**src/rtl/board_pkg.sv**
```systemverilog
// ----------------------------------------------------------------------------
// board_pkg
// Board-wide constants for the Genesys 2 design running from the 200 MHz
// system clock. Timing parameters of board peripherals derive their default
// values from these so that every block agrees on cycles per millisecond.
// ----------------------------------------------------------------------------
package board_pkg;

    localparam int unsigned CLK_FREQ_HZ   = 200_000_000;
    localparam int unsigned CYCLES_PER_MS = CLK_FREQ_HZ / 1000;

endpackage

```
**src/rtl/button_debouncer_if.sv**
```systemverilog
// ----------------------------------------------------------------------------
// button_debouncer_if
// Bundles the raw button pin and the conditioned button signals.
//   btn_in      : raw, bouncy, asynchronous button pin (active-high)
//   btn_level   : debounced level, 1 = pressed
//   btn_press   : one-cycle strobe on an accepted 0->1 transition
//   btn_release : one-cycle strobe on an accepted 1->0 transition
//   long_press  : one-cycle strobe once the press has been held long enough
// master : the debouncer (consumes btn_in, produces the conditioned signals)
// slave  : the pin/user side (drives btn_in, consumes the conditioned signals)
// ----------------------------------------------------------------------------
interface button_debouncer_if;

    logic btn_in;
    logic btn_level;
    logic btn_press;
    logic btn_release;
    logic long_press;

    modport master (
        input  btn_in,
        output btn_level,
        output btn_press,
        output btn_release,
        output long_press
    );

    modport slave (
        output btn_in,
        input  btn_level,
        input  btn_press,
        input  btn_release,
        input  long_press
    );

endinterface

```
**src/rtl/button_debouncer_sync_2ff.sv**
```systemverilog
// ----------------------------------------------------------------------------
// sync_2ff
// Generic two-flop synchronizer for asynchronous board inputs: d -> s0 -> q.
//   clk_200mhz : destination clock
//   reset_n    : asynchronous active-low reset, clears both stages
//   d          : asynchronous input(s)
//   q          : synchronized output(s), two edges behind d
// ----------------------------------------------------------------------------
module sync_2ff #(
    parameter int unsigned WIDTH = 1
) (
    input  logic             clk_200mhz,
    input  logic             reset_n,
    input  logic [WIDTH-1:0] d,
    output logic [WIDTH-1:0] q
);

    logic [WIDTH-1:0] s0;

    always_ff @(posedge clk_200mhz or negedge reset_n) begin
        if (!reset_n) begin
            s0 <= '0;
            q  <= '0;
        end else begin
            s0 <= d;
            q  <= s0;
        end
    end

endmodule

```
**src/rtl/button_debouncer.sv**
```systemverilog
// ----------------------------------------------------------------------------
// button_debouncer
// Conditions a raw push-button into a debounced level plus one-cycle press,
// release and long-press strobes in the 200 MHz domain. All outputs are
// registered; btn_level changes on the same edge as the matching strobe.
//   clk_200mhz : system clock
//   reset_n    : asynchronous active-low reset
//   bus        : button_debouncer_if.master (btn_in in, conditioned outputs)
// ----------------------------------------------------------------------------
module button_debouncer
    import board_pkg::*;
#(
    parameter int unsigned DEBOUNCE_CYCLES   = 10 * CYCLES_PER_MS,
    parameter int unsigned LONG_PRESS_CYCLES = CLK_FREQ_HZ,
    parameter int unsigned DB_W              = $clog2(DEBOUNCE_CYCLES),
    parameter int unsigned LP_W              = $clog2(LONG_PRESS_CYCLES)
) (
    input  logic                clk_200mhz,
    input  logic                reset_n,
    button_debouncer_if.master  bus
);

    typedef enum logic [1:0] {
        RELEASED   = 2'd0,
        DB_PRESS   = 2'd1,
        PRESSED    = 2'd2,
        DB_RELEASE = 2'd3
    } state_t;

    localparam logic [DB_W-1:0] DB_LAST = DB_W'(DEBOUNCE_CYCLES - 1);
    localparam logic [LP_W-1:0] LP_LAST = LP_W'(LONG_PRESS_CYCLES - 1);
    localparam logic [LP_W-1:0] LP_PRE  = LP_W'(LONG_PRESS_CYCLES - 2);

    logic            s1;
    state_t          state_q, state_d;
    logic [DB_W-1:0] db_q, db_d;
    logic [LP_W-1:0] lp_q, lp_d;
    logic            level_q, level_d;
    logic            press_q, press_d;
    logic            release_q, release_d;
    logic            long_q, long_d;

    sync_2ff #(.WIDTH(1)) u_sync (
        .clk_200mhz (clk_200mhz),
        .reset_n    (reset_n),
        .d          (bus.btn_in),
        .q          (s1)
    );

    always_ff @(posedge clk_200mhz or negedge reset_n) begin
        if (!reset_n) begin
            state_q   <= RELEASED;
            db_q      <= '0;
            lp_q      <= '0;
            level_q   <= 1'b0;
            press_q   <= 1'b0;
            release_q <= 1'b0;
            long_q    <= 1'b0;
        end else begin
            state_q   <= state_d;
            db_q      <= db_d;
            lp_q      <= lp_d;
            level_q   <= level_d;
            press_q   <= press_d;
            release_q <= release_d;
            long_q    <= long_d;
        end
    end

    always_comb begin
        state_d   = state_q;
        db_d      = db_q;
        lp_d      = lp_q;
        press_d   = 1'b0;
        release_d = 1'b0;
        long_d    = 1'b0;

        unique case (state_q)
            RELEASED: begin
                if (s1) begin
                    state_d = DB_PRESS;
                    db_d    = DB_W'(1);
                end
            end
            DB_PRESS: begin
                if (!s1) begin
                    state_d = RELEASED;
                    db_d    = '0;
                end else if (db_q == DB_LAST) begin
                    state_d = PRESSED;
                    db_d    = '0;
                    press_d = 1'b1;
                end else begin
                    db_d = db_q + 1'b1;
                end
            end
            PRESSED: begin
                if (!s1) begin
                    state_d = DB_RELEASE;
                    db_d    = DB_W'(1);
                end
            end
            DB_RELEASE: begin
                if (s1) begin
                    state_d = PRESSED;
                    db_d    = '0;
                end else if (db_q == DB_LAST) begin
                    state_d   = RELEASED;
                    db_d      = '0;
                    release_d = 1'b1;
                end else begin
                    db_d = db_q + 1'b1;
                end
            end
            default: state_d = RELEASED;
        endcase

        // Hold time keeps counting through a release bounce; the accepted
        // release edge clears it and suppresses a coincident long_press.
        if (release_d) begin
            lp_d = '0;
        end else if ((state_q == PRESSED || state_q == DB_RELEASE) &&
                     (lp_q != LP_LAST)) begin
            lp_d   = lp_q + 1'b1;
            long_d = (lp_q == LP_PRE);
        end

        level_d = (state_d == PRESSED) || (state_d == DB_RELEASE);
    end

    assign bus.btn_level   = level_q;
    assign bus.btn_press   = press_q;
    assign bus.btn_release = release_q;
    assign bus.long_press  = long_q;

endmodule
```
**src/flat_wrapper.sv**
```systemverilog
// flat-port wrapper written by rule: the top's interface ports become plain ports
module button_debouncer_flat import board_pkg::*;
#(
    parameter int unsigned DEBOUNCE_CYCLES   = 10 * CYCLES_PER_MS,
    parameter int unsigned LONG_PRESS_CYCLES = CLK_FREQ_HZ,
    parameter int unsigned DB_W              = $clog2(DEBOUNCE_CYCLES),
    parameter int unsigned LP_W              = $clog2(LONG_PRESS_CYCLES)
)
  (clk_200mhz, reset_n, bus_btn_in, bus_btn_level, bus_btn_press, bus_btn_release, bus_long_press);
  button_debouncer_if bus_i ();
  input  logic clk_200mhz;
  input  logic reset_n;
  input wire logic [$bits(bus_i.btn_in)-1:0] bus_btn_in;
  output wire logic [$bits(bus_i.btn_level)-1:0] bus_btn_level;
  output wire logic [$bits(bus_i.btn_press)-1:0] bus_btn_press;
  output wire logic [$bits(bus_i.btn_release)-1:0] bus_btn_release;
  output wire logic [$bits(bus_i.long_press)-1:0] bus_long_press;
  assign bus_i.btn_in = bus_btn_in;
  assign bus_btn_level = bus_i.btn_level;
  assign bus_btn_press = bus_i.btn_press;
  assign bus_btn_release = bus_i.btn_release;
  assign bus_long_press = bus_i.long_press;
  button_debouncer #(.DEBOUNCE_CYCLES(DEBOUNCE_CYCLES), .LONG_PRESS_CYCLES(LONG_PRESS_CYCLES), .DB_W(DB_W), .LP_W(LP_W)) u_core (.clk_200mhz(clk_200mhz), .reset_n(reset_n), .bus(bus_i));
endmodule
```
**config.mk**
```make
export PLATFORM = sky130hd
export DESIGN_NAME = button_debouncer_flat
export DESIGN_NICKNAME = d
export VERILOG_FILES = /design/src/rtl/board_pkg.sv /design/src/rtl/button_debouncer_if.sv /design/src/rtl/button_debouncer_sync_2ff.sv /design/src/rtl/button_debouncer.sv /design/src/flat_wrapper.sv
export SDC_FILE = /design/constraint.sdc
export NUM_CORES = 1
export LEC_CHECK = 0
export BUFFER_PORTS_ARGS = -buffer_cell sky130_fd_sc_hd__buf_2
export CORE_MARGIN = 1
export CORE_UTILIZATION = 39
export CTS_CLUSTER_SIZE = 8
export DETAILED_ROUTE_END_ITERATION = 10
export GPL_TIMING_DRIVEN = 0
export PLACE_DENSITY = 0.57
export SETUP_SLACK_MARGIN = 0.3
export SLEW_MARGIN = 0
export SYNTH_ARGS = -nofsm -noshare
export SYNTH_HDL_FRONTEND = slang
export SYNTH_SLANG_ARGS = --single-unit
```
**constraint.sdc**
```tcl
create_clock -name clk_200mhz -period 2.3 [get_ports clk_200mhz]
set_input_delay 0.345 -clock clk_200mhz [delete_from_list [all_inputs] [get_ports clk_200mhz]]
set_output_delay 0.345 -clock clk_200mhz [all_outputs]
set_load 0.01 [all_outputs]
```
==> impl_metrics.csv <==
group,metric,value,unit
run_status,outcome,"finished, final reports clean",
logic_synthesis,synth_edf_count,0,
critical_path,critPathRequiredTime,2.52,ns
logic_synthesis,async_flop_share,1.000,
drt,num_vias,2600,
logic_synthesis,synth_fa_ha_area_frac,0.01199,
placed_design,io_buffers,6,
placed_design,place_inst,432,
logic_synthesis,syn_inst,324,
critical_path,crit_fanout,5,
power_and_ir_drop,clockPowerShare,0.491,
sta,fin_worst_skew,0.008200,ns
cells_and_area,final_cell_mix,"dfrtp_1, nand2_1, nor2_1",
power_and_ir_drop,p_per_area,580.1,nW/um2
logic_synthesis,syn_avg_cell_area,9.662,um2
logic_synthesis,synth-seq-cells,57,
logic_synthesis,synthMuxAreaShare,0.01359,
critical_path,rrSetupSlack,0.37,ns
floorplanning,ios,7,
global_route,track_usage,0.1854,
clock_tree,cts_hold_buf,0,
cells_and_area,syn_to_final_growth,20.78,%
clock_tree,root_buffer,"clkbuf_8",
logic_synthesis,synth-simple-area-share,0.2906,
logic_synthesis,synth_fp_nets,330,
critical_path,crit_path_end_kind,"register",
critical_path,r2r_end,"u_core.lp_q[0]$_DFFE_PN0P_",
cells_and_area,drive_gt1_frac,0.2333,
power_and_ir_drop,vdd_drop_max,0.3623,mV
power_and_ir_drop,power_frac_seq,0.473,
drt,vias_per_cell,5.628,
floorplanning,die_area,8390,um2
floorplanning,initial_core_util,0.4051,
clock_tree,h-tree-depth,3,
global_route,grt.overflow.total,0,
logic_synthesis,yosys_warnings,0,
global_route,antenna_found_initial,0,
drt,routedWlPerCell,15.56,um
placed_design,hpwl,4.514,mm
critical_path,critical_path_class,"register to register",
power_and_ir_drop,pwr-share-comb,0.036,
floorplanning,core_area,7727,um2
logic_synthesis,ys.flop_type,"dfrtp_1",
floorplanning,row_count,32,
clock_tree,numCtsBuffers,9,
power_and_ir_drop,p_leak,0.001577,uW
sta,timing.fmax,0.5190,GHz
cells_and_area,nets,361,
clock_tree,cts_sinks,57,
drt,dr.pass1.iters,4,
drt,wirelength,7.191,mm
critical_path,startpoint,"u_core.lp_q[18]$_DFFE_PN0P_",
run,drv_cap,0,
sta,tightest_slew,0.7840,ns
clock_tree,cts_tree,"yes",
global_route,grt_pass1_wl,12.25,mm
clock_tree,clock_path_buffers,2,
cells_and_area,final_common_cell,"dfrtp_1",
clock_tree,clk_latency,0.33,ns
critical_path,ff2ff_path_depth,6,
logic_synthesis,synth_xor_area_frac,0.05036,
power_and_ir_drop,p_int,1708,uW
logic_synthesis,syn_area,3131,um2
drt,ant_nets,0,
drt,drt_iter0_markers,146,
power_and_ir_drop,p_sw_frac,0.2212,
sta,slew_headroom,0.4754,
sta,fin_setup_tns,0,ns
drt,drc,0,
sta,timing.final.crit_period,1.927,ns
cells_and_area,stdcell_count,462,
sta,hold_viol,0,
critical_path,arrival,2.15,ns
logic_synthesis,yosysSeqAreaShare,0.4556,
worst_hold_path,hold_class,"input pin to asynchronous set/reset pin",
logic_synthesis,synth_top_family_by_area,"simple AND/OR/NAND/NOR gates",
clock_tree,clkTransAtPathRegs,0.07,ns
logic_synthesis,synth_compound_area_frac,0.1431,
sta,drv_slew,0,
cells_and_area,fin_util,0.4893,
global_route,grt_pass1_vias,2454,
critical_path,r2r_start,"u_core.lp_q[18]$_DFFE_PN0P_",
sta,rsz0062_at_grt,"yes",
logic_synthesis,synth_cell_types,56,
cells_and_area,n_antenna_cell,0,
critical_path,worst_setup_path_start_kind,"register",
sta,finalSetupViolations,0,
floorplanning,dieHeight,91.60,um
placed_design,globalplace.congestion,0.8041,
global_route,grt_start_max_net_pins,58,
floorplanning,dieWidth,91.60,um
sta,post-route-period-util,0.8378,
power_and_ir_drop,power_switching,485.2,uW
## area by class of cell
| class | instances | area, um2 |
|---|---|---|
| plain buffers | 12 | 86.33 |
| clock buffers | 11 | 151.4 |
| clock inverters | 5 | 77.57 |
| fillers | 729 | 3946 |
| inverters | 9 | 33.78 |
| multi-input cells | 246 | 1733 |
| flip-flops and latches | 57 | 1430 |
| well taps | 102 | 127.6 |
| repair buffers | 20 | 141.4 |
## timing repair
item | in CTS | in global routing
endpoints found under the setup margin | 41 | 43
endpoints found under the hold margin | 0 | 0
setup buffers | 4 | 9
gates resized for setup | 12 | 25
cloned | 1 | 0
pin swaps | 4 | 3
## per-layer routing
layer,vias to the layer above,share of wire,routed length [um],global-route usage
li1,1270,-,-,-
met1,1279,0.49,3534,0.2540
met2,44,0.46,3340,0.2914
met3,7,0.032,229,0.03099
met4,0,0.012,87,0.07275
met5,-,0,0,0
## power groups by stage
stage	combinational [uW]	clock [uW]	sequential (uW)
after floorplan	37.0	0	1050
after global placement	71.4	0	1050
after global routing	90.5	1150	1040
after CTS	76.2	1100	1030
final	78.3	1080	1040
after detailed placement	72.0	0	1050
## logic make-up (layout without fill, tap and decap cells)
kind of cell | count (synthesis) | count (layout)
xor gates and xnor gates | 18 | 18
DFF | 57 | 57
muxes | 4 | 4
buffers and inverters | 21 | 57
adders and majority gates | 3 | 3
and+or+nand+nor | 151 | 151
AOI/OAI and AO/OA | 70 | 70
## flip-flops by register name, summed over array words and instances (netlist names)
register / flops
u_core.lp_q: 28
u_core.db_q: 21
u_core.state_q: 2
u_core.bus.btn_level: 1
u_core.bus.btn_press: 1
u_core.bus.btn_release: 1
u_core.bus.long_press: 1
u_core.u_sync.q: 1
u_core.u_sync.s0: 1
## per-stage QoR
| stage | total power, uW | worst slack [ns] | hold slack [ns] | area [um2] |
|---|---|---|---|---|
| after CTS | 2215 | 0.2797 | 0.09711 | 3622 |
| final | 2194 | 0.3732 | 0.05813 | 3781 |
| after detailed placement | 1126 | 0.06225 | 0.3460 | 3288 |
| after global routing | 2280 | 0.2604 | 0.09966 | 3781 |
| after global placement | 1125 | 0.09169 | 0.3442 | 3288 |
| after floorplan | 1088 | 0.3964 | 0.04941 | 3131 |
## worst max-delay path by stage
| stage | to | slack [ns] | cells past startpoint |
|---|---|---|---|
| final | u_core.lp_q[0]$_DFFE_PN0P_ | 0.37 | 6 |
| after global routing | u_core.lp_q[13]$_DFFE_PN0P_ | 0.26 | 5 |
| after detailed placement | u_core.lp_q[13]$_DFFE_PN0P_ | 0.06 | 5 |
| after global placement | u_core.lp_q[26]$_DFFE_PN0P_ | 0.09 | 7 |
| after CTS | u_core.lp_q[13]$_DFFE_PN0P_ | 0.28 | 5 |
| after floorplan | u_core.lp_q[11]$_DFFE_PN0P_ | 0.40 | 7 |
## synthesized netlist by cell type, types with 3 or more instances
master / count / area [um2]
nand4_1: 11 / 68.82
ha_1: 3 / 37.54
nand2_1: 34 / 127.6
o211ai_1: 5 / 37.54
and3_1: 8 / 50.05
or3_1: 9 / 56.30
a31oi_1: 12 / 75.07
and4_1: 5 / 43.79
xnor2_1: 11 / 96.34
clkbuf_1: 5 / 18.77
nand3_1: 21 / 105.1
nand2b_1: 3 / 18.77
nand4_2: 3 / 37.54
inv_1: 9 / 33.78
buf_2: 3 / 15.01
xor2_1: 7 / 61.31
buf_6: 3 / 33.78
or4_1: 3 / 22.52
dfrtp_1: 57 / 1426
o21ai_0: 18 / 90.09
a21oi_1: 17 / 85.08
o31ai_1: 3 / 22.52
nor3_1: 5 / 25.02
nor2_1: 20 / 75.07
nor4_1: 9 / 56.30
## critical path, stage by stage (launching register included)
cell and delay, ns:
dfrtp_1 0.46, nor4b_4 0.33, nand4_2 0.26, buf_4 0.21, o31ai_2 0.34, xnor2_1 0.17
nor2_1 0.05
Power figures use the tool's default switching activity.
